**src/rtl/or_arb_pkg.sv**
```systemverilog
// Shared types and helpers for the round-robin OR arbiter.
// rr_pick works on a fixed MAX_REQ-wide view so any requester count up to 16 can share it.
package or_arb_pkg;

    localparam int MAX_REQ  = 16;
    localparam int MAX_ID_W = 4;

    typedef enum logic {
        IDLE = 1'b0,
        BUSY = 1'b1
    } arb_state_t;

    typedef struct packed {
        logic                found;
        logic [MAX_ID_W-1:0] idx;
    } pick_t;

    // Scan from (last+1) mod n_req upward, wrapping at n_req so unused codes are never visited.
    function automatic pick_t rr_pick(input logic [MAX_REQ-1:0]  req,
                                      input logic [MAX_ID_W-1:0] last,
                                      input logic [MAX_ID_W:0]   n_req);
        pick_t                r;
        logic [MAX_ID_W:0]    start;
        logic [MAX_ID_W:0]    pos;
        r     = '0;
        start = {1'b0, last} + 1'b1;
        if (start >= n_req) begin
            start = '0;
        end
        for (int k = 0; k < MAX_REQ; k++) begin
            pos = start + k[MAX_ID_W:0];
            if (pos >= n_req) begin
                pos = pos - n_req;
            end
            if (!r.found && (k < int'(n_req)) && req[pos[MAX_ID_W-1:0]]) begin
                r.found = 1'b1;
                r.idx   = pos[MAX_ID_W-1:0];
            end
        end
        return r;
    endfunction

endpackage

```
**src/rtl/or_unit_rr_arbiter_rr_priority_pick.sv**
```systemverilog
// Combinational round-robin winner selection: rotate past the last winner,
// priority-encode, rotate back to an absolute requester index.
module rr_priority_pick
    import or_arb_pkg::*;
#(
    parameter int N_REQ = 4,
    parameter int ID_W  = $clog2(N_REQ)
) (
    input  logic [N_REQ-1:0] req,
    input  logic [ID_W-1:0]  last,
    output logic             found,
    output logic [ID_W-1:0]  idx
);

    logic [MAX_REQ-1:0]  req_ext;
    logic [MAX_ID_W-1:0] last_ext;
    pick_t               pick;

    always_comb begin
        req_ext               = '0;
        req_ext[N_REQ-1:0]    = req;
        last_ext              = '0;
        last_ext[ID_W-1:0]    = last;
        pick                  = rr_pick(req_ext, last_ext, (MAX_ID_W+1)'(N_REQ));
    end

    assign found = pick.found;
    assign idx   = pick.idx[ID_W-1:0];

    // Upper index bits are always zero when fewer than MAX_REQ requesters exist.
    logic unused_idx_hi;
    assign unused_idx_hi = &{1'b0, pick.idx};

endmodule

```
**src/rtl/or_unit_rr_arbiter.sv**
```systemverilog
// Round-robin arbiter sharing one registered a|b unit among N_REQ requesters.
// valid/ready: a result transfers on any rising edge where out_valid && out_ready are both high.
module or_unit_rr_arbiter
    import or_arb_pkg::*;
#(
    parameter int N_REQ = 4,
    parameter int WIDTH = 8,
    parameter int ID_W  = $clog2(N_REQ)
) (
    input  logic                   clk,
    input  logic                   rst_n,
    input  logic [N_REQ-1:0]       req,
    input  logic [N_REQ*WIDTH-1:0] a_in,
    input  logic [N_REQ*WIDTH-1:0] b_in,
    output logic [N_REQ-1:0]       gnt,
    output logic                   out_valid,
    input  logic                   out_ready,
    output logic [WIDTH-1:0]       out_data,
    output logic [ID_W-1:0]        out_id
);

    arb_state_t       state;
    logic [ID_W-1:0]  last;
    logic             pick_found;
    logic [ID_W-1:0]  pick_idx;
    logic [WIDTH-1:0] or_vec [N_REQ];

    for (genvar i = 0; i < N_REQ; i++) begin : g_or
        assign or_vec[i] = a_in[i*WIDTH +: WIDTH] | b_in[i*WIDTH +: WIDTH];
    end

    rr_priority_pick #(
        .N_REQ (N_REQ),
        .ID_W  (ID_W)
    ) u_pick (
        .req   (req),
        .last  (last),
        .found (pick_found),
        .idx   (pick_idx)
    );

    always_ff @(posedge clk) begin
        if (!rst_n) begin
            state     <= IDLE;
            last      <= ID_W'(N_REQ-1);
            gnt       <= '0;
            out_valid <= 1'b0;
            out_data  <= '0;
            out_id    <= '0;
        end else begin
            gnt <= '0;
            case (state)
                IDLE: begin
                    if (pick_found) begin
                        out_data  <= or_vec[pick_idx];
                        out_id    <= pick_idx;
                        out_valid <= 1'b1;
                        gnt       <= N_REQ'(1) << pick_idx;
                        last      <= pick_idx;
                        state     <= BUSY;
                    end
                end
                BUSY: begin
                    // req is ignored here, so a requester's stale req after its gnt is harmless.
                    if (out_ready) begin
                        out_valid <= 1'b0;
                        state     <= IDLE;
                    end
                end
                default: state <= IDLE;
            endcase
        end
    end

endmodule
```
**config.mk**
```make
export PLATFORM = sky130hd
export DESIGN_NAME = or_unit_rr_arbiter
export DESIGN_NICKNAME = d
export VERILOG_FILES = /design/src/rtl/or_arb_pkg.sv /design/src/rtl/or_unit_rr_arbiter_rr_priority_pick.sv /design/src/rtl/or_unit_rr_arbiter.sv
export SDC_FILE = /design/constraint.sdc
export NUM_CORES = 1
export LEC_CHECK = 0
export BUFFER_PORTS_ARGS = -buffer_cell sky130_fd_sc_hd__buf_2
export CORE_UTILIZATION = 53
export CTS_BUF_LIST = sky130_fd_sc_hd__clkbuf_4 sky130_fd_sc_hd__clkbuf_8
export CTS_CLUSTER_SIZE = 25
export DETAILED_ROUTE_END_ITERATION = 10
export PLACE_DENSITY = 0.89
export SLEW_MARGIN = 30
export SYNTH_ARGS = -nofsm -noshare
export SYNTH_HDL_FRONTEND = slang
export SYNTH_SLANG_ARGS = --single-unit
```
**constraint.sdc**
```tcl
create_clock -name clk -period 8.25 [get_ports clk]
set_input_delay 0.825 -clock clk [delete_from_list [all_inputs] [get_ports clk]]
set_output_delay 0.825 -clock clk [all_outputs]
set_load 0.01 [all_outputs]
```
==> flow_summary.yaml <==
run_status:
  outcome: "completed"
clocking:
  cts_resized: 0
  clkSinkCount: 18
  postCtsSetupBuffers: 0
  cts-root-buf: "clkbuf_4"
  hold_buffers: 0
  cts_buffer_depth: 2
  numCtsBuffers: 3
  htree_levels: 1
  clk_pin_slew_ps: 110
  tritoncts: "yes"
  clock_latency_ps: 300
pwr:
  sw_frac_of_total_pct: 55.2
  power_frac_comb_pct: 79.5
  power_frac_seq_pct: 14.9
  power_density_mw_per_mm2: 439
  power.leakage_nw: 0.963
  max-vdd-ir-drop_mv: 0.245
  power_frac_clock_pct: 5.6
  p_sw_mw: 0.550
  intPower_mw: 0.446
global_route:
  grt_max_degree: 34
  grt_pass1_vias: 1820
  grt_overflow_total: 0
  grt_pass1_wl_um: 8080
  grt_usage_pct: 28.5
  antenna_found_initial: 0
logic_synthesis:
  synth_flop_cell: "dfxtp_1"
  syn_inst: 243
  synthesis.area_sq_mm: 0.00187
  synth_cell_types: 48
  seq_area_frac_synth_pct: 19.3
  synth_edf_count: 0
  syn_area_per_cell_sq_um: 7.68
  ys_warn_count: 0
  synth_seq_cells: 18
  ys_async_sr_fraction_pct: 0
  synthesis.nets: 317
cells_and_area:
  nNetsFinal: 391
  finish.utilization_pct: 67.4
  drive_gt1_share_pct: 34.8
  fin_area_sq_mm: 0.00227
  num_antenna_cells: 0
  area_delta_synth_final_pct: 21.6
critical_path:
  worstSetupStartpointType: "register"
  r2r-start: "last[0]$_SDFFE_PN1P_"
  rr_worst_depth: 9
  crit_arrival_ps: 3900
  path_class: "register to register"
  slowest_stage: "dfxtp_1"
  cp_data_required_time_ps: 8450
  critical-path-max-stage-delay_ps: 710
  reg2reg_slack_ps: 4560
  cp_max_fo: 33
  end_kind: "register"
  cp_cell_sequence: "inv_1 > ha_1 > nor2b_1 > o21ai_0 > a31oi_4 > and3b_2 > or4_1 > a21oi_1 > o41ai_2"
  startpoint: "last[0]$_SDFFE_PN1P_"
  cp-endpoint: "out_data[6]$_SDFFE_PN0P_"
  reg2reg_to: "out_data[6]$_SDFFE_PN0P_"
detailed_routing:
  drtPass1Iterations: 5
  wirelength_um: 5390
  viasPerCell: 6.13
  ant_nets: 0
  drt-initial-drc-count: 204
  wl_per_cell_um: 14.9
  vias: 2218
  drc_errors: 0
sta:
  slew_headroom_pct: 54.1
  clock_skew_ps: 10.3
  finalSetupTns_ps: 0
  hold_viol: 0
  grt_setup_unrepaired: "no"
  drv_slew: 0
  worst_slew_pin_slew_ps: 686
  timing.fmax_mhz: 271
  period_needed_ps: 3690
  period_share_pct: 44.8
  setup-violations-final: 0
floorplan:
  rows: 21
  die_y_um: 61.3
  start_util_pct: 55.5
  ios: 86
  core_area_sq_mm: 0.00336
  die_w_um: 61.3
  die_area_sq_mm: 0.00376
hold_path:
  hold_start: "out_data[1]$_SDFFE_PN0P_"
  holdCritPathClass: "register to register"
place:
  place_congestion: 0.901
  dpl-instance-area_sq_mm: 0.00223
  place_hpwl_um: 3880
  port_buffers: 85
run:
  max_cap_viol_count: 0
-- state kept, by name, summed over array words and instances (netlist names) --
signal and count:
last 2, state 1, out_data 8, gnt 4, out_id 2, out_valid 1
-- final cells by class --
class | count | area (sq um)
clock buffers | 4 | 36.3
fillers | 312 | 1090
inverters | 3 | 11.3
multi-input cells | 205 | 1370
flip-flops and latches | 18 | 360
well taps | 46 | 57.6
repair buffers | 86 | 433
-- kinds of logic after synthesis --
logic type | count (synthesis) | synth area share [%]
multiplexers | 1 | 1.21
buffers and inverters | 20 | 7.24
AND/OR/NAND/NOR | 110 | 29.6
adder cells (fa/ha/maj) | 3 | 2.01
AO/OA/AOI/OAI | 91 | 40.6
flip-flops | 18 | 19.3
-- synthesized netlist by cell type, types with 2 or more instances --
library cell,number,share of area [%]
a221o_1,2,1.1
inv_1,3,0.60
a32oi_1,8,3.8
o32a_1,8,4.3
o41ai_2,9,7.8
a31oi_4,2,2.3
clkbuf_1,3,0.60
nand3b_1,2,0.80
a32o_1,2,1.1
nor3_1,4,1.1
or4_1,8,3.2
nor2b_1,5,1.7
buf_6,7,4.2
or3_1,8,2.7
o21ai_0,13,3.5
a21oi_1,20,5.4
nand2_1,32,6.4
o21ai_1,10,2.7
nor4b_1,2,0.94
nand3_1,12,3.2
dfxtp_1,18,19
o21ai_2,2,0.94
a21o_1,2,0.80
ha_1,3,2.0
buf_2,6,1.6
nor2_1,29,5.8
o2111ai_1,2,0.94
-- worst max-delay path: cells and delay by family, from the launching register on --
family	cells	cell delay, ps
adder cells (fa/ha/maj)	1	630
flip-flops	1	710
buffers and inverters	1	100
AND/OR/NAND/NOR	3	1160
AO/OA/AOI/OAI	4	1010
-- power groups by stage --
| stage | clock network, mW | registers, mW | logic (mW) |
|---|---|---|---|
| after floorplan | 0 | 0.151 | 0.648 |
| after global placement | 0 | 0.149 | 0.761 |
| after detailed placement | 0 | 0.149 | 0.776 |
| after CTS | 0.0562 | 0.148 | 0.779 |
| after global routing | 0.0596 | 0.153 | 0.857 |
| final | 0.0554 | 0.148 | 0.792 |
-- metrics by stage --
stage	std cells	hold slack, ps	setup slack, ps	total power [mW]
after floorplan	243	495	5410	0.798
after global placement	358	437	4790	0.910
after detailed placement	358	444	4660	0.925
after CTS	362	479	4630	0.983
after global routing	362	503	4240	1.07
final	362	479	4560	0.996
-- layout by cell type (no fill, tap or decap), types with 9 or more instances in the layout --
master,count
buf_2,85
nand2_1,32
nor2_1,29
a21oi_1,20
dfxtp_1,18
o21ai_0,13
nand3_1,12
o21ai_1,10
o41ai_2,9
-- per-layer routing --
metal	routed length [um]	track usage [%]	vias up
met4	51	8.89	0
met3	577	6.30	6
li1	-	-	1089
met1	2200	38.8	1002
met2	2570	45.2	121
met5	0	0	-
-- worst min-delay path by stage --
stage / slack, ps / cells after the start / endpoint
final: 480 / 2 / out_data[1]$_SDFFE_PN0P_
after global routing: 500 / 2 / out_data[1]$_SDFFE_PN0P_
after CTS: 480 / 2 / out_data[1]$_SDFFE_PN0P_
after detailed placement: 440 / 2 / out_data[5]$_SDFFE_PN0P_
after global placement: 440 / 2 / out_data[6]$_SDFFE_PN0P_
after floorplan: 500 / 2 / out_data[0]$_SDFFE_PN0P_
Note: power is estimated with default switching activity, not from simulation.
